File: src/rtl/scoring_pkg.sv
// Shared types and helpers for the per-player high-score tracker.
// State encoding plus BCD range helpers used by the converter.
package scoring_pkg;

  typedef enum logic [2:0] {
    S_INIT = 3'd0,
    S_IDLE = 3'd1,
    S_RD   = 3'd2,
    S_WT   = 3'd3,
    S_CMP  = 3'd4,
    S_WR   = 3'd5,
    S_DONE = 3'd6
  } state_e;

  function automatic int bcd_max(input int digits);
    int r;
    r = 1;
    for (int i = 0; i < digits; i++) r = r * 10;
    return r - 1;
  endfunction

  // True when every w-bit value fits in the digit count.
  function automatic bit bcd_fits(input int w, input int digits);
    return ((1 << w) - 1) <= bcd_max(digits);
  endfunction

endpackage

File: src/rtl/scoring_table_bin2bcd.sv
// Combinational double-dabble binary to packed BCD.
// Values above the displayable range show all nines.
module bin2bcd
  import scoring_pkg::*;
#(
  parameter int SCORE_W = 7,
  parameter int DIGITS  = 3
) (
  input  logic [SCORE_W-1:0]  bin,
  output logic [4*DIGITS-1:0] bcd
);

  localparam int MAX = bcd_max(DIGITS);
  localparam bit SAT = !bcd_fits(SCORE_W, DIGITS);

  logic [4*DIGITS-1:0] acc;

  always_comb begin
    acc = '0;
    for (int i = SCORE_W - 1; i >= 0; i--) begin
      for (int d = 0; d < DIGITS; d++) begin
        if (acc[4*d +: 4] >= 4'd5)
          acc[4*d +: 4] = acc[4*d +: 4] + 4'd3;
      end
      acc = {acc[4*DIGITS-2:0], bin[i]};
    end
    bcd = acc;
    if (SAT && (int'(bin) > MAX))
      bcd = {DIGITS{4'h9}};
  end

endmodule

File: src/rtl/scoring_table.sv
// Per-player high-score tracker with external synchronous RAM,
// global best tracking and registered BCD display output.
module scoring_table
  import scoring_pkg::*;
#(
  parameter int ID_W    = 5,
  parameter int SCORE_W = 7,
  parameter int NUM_REG = 16,
  parameter int DIGITS  = 3
) (
  input  logic                clk,
  input  logic                rst,
  input  logic                score_request,
  input  logic                clear_request,
  input  logic [ID_W-1:0]     playerID,
  input  logic [SCORE_W-1:0]  score,
  output logic                ready,
  output logic                valid,
  output logic                pwinner,
  output logic                gwinner,
  output logic [ID_W-1:0]     gwin_id,
  output logic [ID_W-1:0]     RAMaddr,
  output logic [SCORE_W-1:0]  toRAM,
  output logic                WRen,
  input  logic [SCORE_W-1:0]  fromRAM,
  output logic [4*DIGITS-1:0] bcd_out
);

  state_e state_q, state_d;

  logic [ID_W-1:0]     cnt_q, cnt_d;
  logic [ID_W-1:0]     id_q, id_d;
  logic [SCORE_W-1:0]  score_q, score_d;
  logic                p_q, p_d;
  logic                g_q, g_d;
  logic [SCORE_W-1:0]  gbest_q, gbest_d;
  logic [ID_W-1:0]     gwin_id_q, gwin_id_d;
  logic                pwin_q, pwin_d;
  logic                gwin_q, gwin_d;
  logic                valid_q, valid_d;
  logic                ready_q, ready_d;
  logic [ID_W-1:0]     addr_q, addr_d;
  logic [SCORE_W-1:0]  toram_q, toram_d;
  logic                wren_q, wren_d;
  logic [4*DIGITS-1:0] bcd_q, bcd_d;
  logic [4*DIGITS-1:0] bcd_w;

  bin2bcd #(
    .SCORE_W (SCORE_W),
    .DIGITS  (DIGITS)
  ) u_bin2bcd (
    .bin (gbest_q),
    .bcd (bcd_w)
  );

  always_comb begin
    state_d   = state_q;
    cnt_d     = cnt_q;
    id_d      = id_q;
    score_d   = score_q;
    p_d       = p_q;
    g_d       = g_q;
    gbest_d   = gbest_q;
    gwin_id_d = gwin_id_q;
    pwin_d    = pwin_q;
    gwin_d    = gwin_q;
    valid_d   = 1'b0;
    addr_d    = addr_q;
    toram_d   = toram_q;
    wren_d    = 1'b0;
    bcd_d     = bcd_w;
    unique case (state_q)
      S_INIT: begin
        wren_d  = 1'b1;
        toram_d = '0;
        addr_d  = cnt_q;
        cnt_d   = cnt_q + ID_W'(1);
        if (cnt_q == '1) state_d = S_IDLE;
      end
      S_IDLE: begin
        // Clear outranks a simultaneous score request.
        if (clear_request) begin
          gbest_d   = '0;
          gwin_id_d = '0;
          pwin_d    = 1'b0;
          gwin_d    = 1'b0;
          cnt_d     = '0;
          state_d   = S_INIT;
        end else if (score_request) begin
          id_d    = playerID;
          score_d = score;
          addr_d  = playerID;
          state_d = S_RD;
        end
      end
      S_RD: state_d = S_WT;
      S_WT: state_d = S_CMP;
      S_CMP: begin
        p_d = (int'(id_q) < NUM_REG) && (score_q > fromRAM);
        g_d = score_q > gbest_q;
        if (p_d) begin
          wren_d  = 1'b1;
          toram_d = score_q;
          addr_d  = id_q;
          state_d = S_WR;
        end else begin
          state_d = S_DONE;
        end
      end
      S_WR: state_d = S_DONE;
      S_DONE: begin
        valid_d = 1'b1;
        pwin_d  = p_q;
        gwin_d  = g_q;
        if (g_q) begin
          gbest_d   = score_q;
          gwin_id_d = id_q;
        end
        state_d = S_IDLE;
      end
      default: state_d = S_INIT;
    endcase
    ready_d = (state_d == S_IDLE);
  end

  always_ff @(posedge clk or negedge rst) begin
    if (!rst) begin
      state_q   <= S_INIT;
      cnt_q     <= '0;
      id_q      <= '0;
      score_q   <= '0;
      p_q       <= 1'b0;
      g_q       <= 1'b0;
      gbest_q   <= '0;
      gwin_id_q <= '0;
      pwin_q    <= 1'b0;
      gwin_q    <= 1'b0;
      valid_q   <= 1'b0;
      ready_q   <= 1'b0;
      addr_q    <= '0;
      toram_q   <= '0;
      wren_q    <= 1'b0;
      bcd_q     <= '0;
    end else begin
      state_q   <= state_d;
      cnt_q     <= cnt_d;
      id_q      <= id_d;
      score_q   <= score_d;
      p_q       <= p_d;
      g_q       <= g_d;
      gbest_q   <= gbest_d;
      gwin_id_q <= gwin_id_d;
      pwin_q    <= pwin_d;
      gwin_q    <= gwin_d;
      valid_q   <= valid_d;
      ready_q   <= ready_d;
      addr_q    <= addr_d;
      toram_q   <= toram_d;
      wren_q    <= wren_d;
      bcd_q     <= bcd_d;
    end
  end

  assign ready   = ready_q;
  assign valid   = valid_q;
  assign pwinner = pwin_q;
  assign gwinner = gwin_q;
  assign gwin_id = gwin_id_q;
  assign RAMaddr = addr_q;
  assign toRAM   = toram_q;
  assign WRen    = wren_q;
  assign bcd_out = bcd_q;

endmodule

File: config.mk
export PLATFORM = sky130hd
export DESIGN_NAME = scoring_table
export DESIGN_NICKNAME = d
export VERILOG_FILES = /design/src/rtl/scoring_pkg.sv /design/src/rtl/scoring_table_bin2bcd.sv /design/src/rtl/scoring_table.sv
export SDC_FILE = /design/constraint.sdc
export NUM_CORES = 1
export LEC_CHECK = 0
export ABC_AREA = 0
export CORE_MARGIN = 5
export CORE_UTILIZATION = 30
export CTS_CLUSTER_DIAMETER = 80
export DETAILED_ROUTE_END_ITERATION = 6
export PLACE_DENSITY_LB_ADDON = 0.15
export SLEW_MARGIN = 20
export SYNTH_ARGS = -nofsm -noshare
export SYNTH_HDL_FRONTEND = slang
export SYNTH_SLANG_ARGS = --single-unit
export TNS_END_PERCENT = 10
File: constraint.sdc
create_clock -name clk -period 8.15 [get_ports clk]
set_clock_uncertainty 0.05 [all_clocks]
set_input_delay 0.815 -clock clk [delete_from_list [all_inputs] [get_ports clk]]
set_output_delay 0.815 -clock clk [all_outputs]
set_load 0.02 [all_outputs]
==> flow_summary.yaml, run 1 <==
power_and_ir_drop:
  vdd_drop_max_v: 0.000196
  p_comb_frac: 0.440
  fin_total_pwr_mw: 1.40
  switching_power_mw: 0.560
  p_int_mw: 0.844
  clock_power_share: 0.198
  leakagePower_nw: 1.82
  switching_share: 0.399
  powerDensity_nw_per_um2: 334
  power_frac_seq: 0.362
synth:
  postSynthAreaPerCell_um2: 9.69
  ys_types: 52
  synth_area_um2: 3350
  syn_inst: 346
  synthArstFlopShare: 1.00
  synth-edff-count: 0
  synth_warnings: 0
  ys_dominant_reg_cell: "dfrtp_1"
  synth-seq-cells: 60
  ys_seq_area_frac: 0.448
cells_and_area:
  final_cell_count_no_fill: 544
  layout_common_cells: "dfrtp_1, clkdlybuf4s50_1, nand2_1"
  nets: 445
  final_common_cell: "dfrtp_1"
  drive_gt1_frac: 0.116
  fillers: 1115
  diodes: 0
  area_delta_synth_final_pct: 25.3
clock_network:
  holdBufCountCts: 0
  clock_latency_ns: 0.34
  post-cts-setup-buffers: 0
  numCtsBuffers: 9
  htree_levels: 3
  clkSinkCount: 60
  cts_tree: "built"
  cts_max_path_buffers: 2
  clk_root_buffer_cell: "clkbuf_8"
  post_cts_resize_count: 0
  clkSlewWorstSetupHoldPaths_ns: 0.07
placed_design:
  portBuffers: 53
  dp.cells: 528
  place_congestion: 0.765
  hpwlAfterDp_um: 5720
die:
  die-area_um2: 13400
  die_y_um: 116
  io_pins: 57
  num_rows: 38
  core_um2: 10900
  chipWidth_um: 116
  start_util: 0.308
setup_path:
  arrival_ns: 3.87
  r2r_start: "gbest_q[5]"
  cp_slowest_stage_delay_ns: 0.45
  startpoint: "gbest_q[5]"
  worst-path-buf-inv: 2
  critPathRequiredTime_ns: 8.32
  cp_max_fo: 7
  cp_top_family: "adder cells"
  path_class: "flop to flop"
  crit_top_cell: "ha_1"
  endpoint_kind: "flop"
  critPathSlowestCell: "dfrtp_1"
  start_kind: "flop"
  worstPathCellList: "inv_1, ha_1, o21ai_0, xnor2_1, ha_1, a21o_1, nand3_1, xnor2_1, inv_1, ha_1, nand2b_1, nor2b_1, mux2_2, ha_1, nor2_1, a21oi_1, o31a_1"
timing:
  slew_violations: 0
  rsz0062_at_grt: "no"
  hold_viol: 0
  fmax_ghz: 0.270
  tightest_slew_ns: 0.792
  period_minus_slack_ns: 3.70
  min_period_over_period: 0.454
  slew_headroom: 0.472
  setup_tns_ns: 0
  setup_viol: 0
routing:
  routedWlPerCell_um: 14.6
  ant_nets: 0
  via_count: 2638
  drt_pass1_iterations: 4
  wl_met2_um: 3670
  m1WireLength_um: 3810
  viasPerCell: 4.85
  wl_um: 7970
  drt_iter0_markers: 96
  top_layer_used: "met4"
  route.detailed.drc: 0
  dr_wl_met3_um: 328
grt:
  grtUsageTotal: 0.126
  grt_pass1_wl_um: 13200
  grt_pass1_vias: 2644
  overflow: 0
  antenna_found_initial: 0
  grt_max_degree: 61
worst_hold_path:
  hp-class: "flop to flop"
  hp-start: "gbest_q[0]"
status:
  status: "finished, final reports clean"
run:
  maxCapViolations: 0
-- metrics by stage --
step	util	hold WS (ns)	worst slack, ns	cell area (µm²)
2_1_floorplan	-	0.327	4.82	3360
4_1_cts	0.386	0.367	4.43	4200
5_1_grt	0.386	0.381	4.15	4200
3_3_place_gp	0.367	0.335	4.63	4000
3_5_place_dp	0.367	0.349	4.45	4000
6_report	0.386	0.361	4.45	4200
-- cell type report --
type	instances	area (µm²)	share of cell area
multi-input cells	250	1700	0.404
repair buffers	55	541	0.129
well taps	140	175	0.0417
clock inverters	4	47.5	0.0113
clock buffers	12	155	0.0369
flip-flops and latches	60	1500	0.357
inverters	23	86.3	0.0205
-- state kept, by name, indices dropped and copies added (netlist names) --
register,flops
bcd_out,9
gbest_q,7
score_q,7
toRAM,7
RAMaddr,5
cnt_q,5
gwin_id,5
id_q,5
state_q,3
WRen,1
g_q,1
gwinner,1
p_q,1
pwinner,1
ready,1
valid,1
-- Yosys cell counts (2+ instances only) --
master    number  area (µm²)
a22oi_1        7        52.6
o22ai_1       12        75.1
buf_4          3        22.5
a21oi_1       19        95.1
ha_1          23         288
a21o_1         3        22.5
xnor2_1        4        35.0
mux2i_1        5        50.1
o31ai_1        2        15.0
inv_1         22        82.6
dfrtp_1       60        1500
nor3_1         4        20.0
a31oi_1        2        12.5
nand2b_1       3        18.8
nand2_1       50         188
mux2_2        20         225
o22a_1         5        43.8
o21a_1         3        22.5
nor2_1        12        45.0
o21ai_0       34         170
clkbuf_1       9        33.8
nand3_1        7        35.0
nand4_1        3        18.8
a22o_1         2        17.5
nor2b_1        5        31.3
-- power groups by stage --
stage          sequential [mW]  combinational, mW  clock, mW
2_1_floorplan            0.510              0.413          0
3_3_place_gp             0.515              0.613          0
3_5_place_dp             0.514              0.621          0
4_1_cts                  0.510              0.625      0.289
5_1_grt                  0.526              0.693      0.301
6_report                 0.508              0.617      0.278
-- worst paths after layout --
path                       slack (ns)          to  depth (start not counted)
hold reg to reg                  0.36  bcd_out[0]                          0
hold / removal                   0.36  bcd_out[0]                          0
min in group asynchronous        0.58  bcd_out[2]                          2
setup reg to reg                 4.45  bcd_out[6]                         17
max in group asynchronous        6.93  gbest_q[5]                          2
setup / recovery                 4.45  bcd_out[6]                         17
-- logic make-up after synthesis --
group / count (synthesis) / share of synthesized area
AOI/OAI and AO/OA: 103 / 0.200
DFF: 60 / 0.448
buffers and inverters: 38 / 0.0485
xor gates and xnor gates: 4 / 0.0105
and+or+nand+nor: 92 / 0.124
adders and majority gates: 23 / 0.0859
other: 1 / 0.00112
muxes: 25 / 0.0821
-- routing by layer --
layer  GRT usage  vias to the layer above
li1            -                     1331
met1       0.171                     1247
met2       0.195                       47
met3      0.0266                       13
met4      0.0549                        0
met5           0                        -
No activity file was read; power rests on OpenSTA's default activity.
==> run 2, diff against run 1 <==
- clock period: 8.15 -> 3.01 ns (I/O delays scaled with it)
==> flow_summary.yaml, run 2 (synthesis results as in run 1) <==
placed_design:
  dp_slack_ns: -0.0792
  portBuffers: 53
  place_congestion: 0.787
  hpwlAfterDp_um: 6160
  placed_area_um2: 4230
power_and_ir_drop:
  power_frac_seq: 0.338
  powerDensity_nw_per_um2: 883
  fin_total_pwr_mw: 4.01
  clock_power_share: 0.188
  switching_power_mw: 1.61
  p_comb_frac: 0.474
  vdd_drop_max_v: 0.000454
  p_int_mw: 2.40
  leakagePower_nw: 1.98
  switching_share: 0.402
timing:
  fmax_ghz: 0.328
  setup_tns_ns: -0.0389
  period_minus_slack_ns: 3.05
  fin_ws_ns: -0.0389
  min_period_over_period: 1.01
  rsz0062_at_grt: "yes"
  hold_viol: 0
  tightest_slew_ns: 0.814
  slew_headroom: 0.457
  setup_viol: 1
  slew_violations: 0
worst_hold_path:
  hp-class: "input pin to async pin"
cells_and_area:
  nets: 476
  diodes: 0
  drive_gt1_frac: 0.223
  design_area_um2: 4540
  post-route-util: 0.417
  layout_common_cells: "dfrtp_1, clkdlybuf4s50_1, nand2_1"
  area_delta_synth_final_pct: 35.4
  final_common_cell: "dfrtp_1"
  largest_reg_flops: 9
grt:
  grt_max_degree: 61
  antenna_found_initial: 0
  grt_pass1_wl_um: 14500
  use_met1: 0.177
  busiest_layer: "met2"
  use_met3: 0.0428
  met2_usage: 0.228
  overflow: 0
  grtUsageTotal: 0.138
  grt_pass1_vias: 2942
status:
  status: "finished, violations left"
  violations: "negative setup slack"
run:
  maxCapViolations: 0
routing:
  viasPerCell: 4.90
  route.detailed.drc: 0
  drt_pass1_iterations: 4
  drt_iter0_markers: 77
  via_count: 2817
  routedWlPerCell_um: 14.9
  ant_nets: 0
  wl_um: 8580
setup_path:
  critPathSlowestCell: "dfrtp_2"
  crit_top_cell: "ha_4"
  endpoint_kind: "flop"
  r2r_start: "gbest_q[4]"
  r2r_cells: 16
  r2r_setup_slack_ns: -0.04
  cp_max_fo: 4
  cp_slowest_stage_delay_ns: 0.45
  worstPathCellList: "ha_4, o21ai_4, xnor2_2, ha_2, a21o_1, nand3_2, xnor2_2, inv_2, ha_4, nand2b_4, nor2b_1, mux2_4, ha_4, nor2_2, a21oi_1, o31a_1"
  worst-path-buf-inv: 1
  reg2reg_to: "bcd_out[6]"
  arrival_ns: 3.28
  path_class: "flop to flop"
  start_kind: "flop"
  cp_top_family: "adder cells"
  critPathRequiredTime_ns: 3.24
die:
  num_rows: 38
  die-area_um2: 13400
  chipWidth_um: 116
  die_y_um: 116
  io_pins: 57
  start_util: 0.308
  core_um2: 10900
clock_network:
  numCtsBuffers: 9
  clkSinkCount: 60
  clock_latency_ns: 0.35
  cts_tree: "built"
  clkSlewWorstSetupHoldPaths_ns: 0.08
  htree_levels: 3
  clk_root_buffer_cell: "clkbuf_8"
  cts_max_path_buffers: 2
run 2: per-stage QoR:
step,instances,hold WS (ns)
final,575,0.0611
after global routing,575,0.145
after CTS,571,0.0994
after global placement,552,0.345
after detailed placement,552,0.348
after floorplan,348,-0.0446
run 2: layer usage:
layer	up-vias	share of wire
met5	-	0
met4	0	0.015
met3	13	0.045
met2	57	0.48
met1	1351	0.46
li1	1396	-
run 2: worst max-delay path by stage:
| stage | start | to | cells after the start |
|---|---|---|---|
| global route | gbest_q[4] | bcd_out[6] | 16 |
| floorplan | gbest_q[5] | bcd_out[6] | 17 |
| finish | gbest_q[4] | bcd_out[6] | 16 |
| CTS | gbest_q[4] | bcd_out[6] | 16 |
| global placement | gbest_q[4] | bcd_out[6] | 16 |
| detailed placement | gbest_q[4] | bcd_out[6] | 16 |
run 2: power by group through the flow:
stage                     Clock, mW  Sequential [mW]  Combinational (mW)
after detailed placement          0             1.36                1.85
after floorplan                   0             1.38                1.14
final                         0.752             1.36                1.90
after global routing          0.827             1.40                2.15
after global placement            0             1.37                1.83
after CTS                     0.782             1.35                1.90
run 2: area by class of cell:
class / count / area (µm²)
Clock buffer: 9 / 124
Clock inverter: 7 / 75.1
Fill cell: 1108 / 6350
Inverter: 23 / 88.8
Multi-Input combinational cell: 250 / 1800
Sequential cell: 60 / 1500
Tap cell: 140 / 175
Timing Repair Buffer: 86 / 773
run 2: repair_timing:
| action | CTS | global route |
|---|---|---|
| hold buffers | 0 | 0 |
| setup endpoints to repair | 2 | 6 |
| gates resized for setup | 8 | 5 |
| setup buffers | 3 | 4 |
| pin swaps | 4 | 4 |
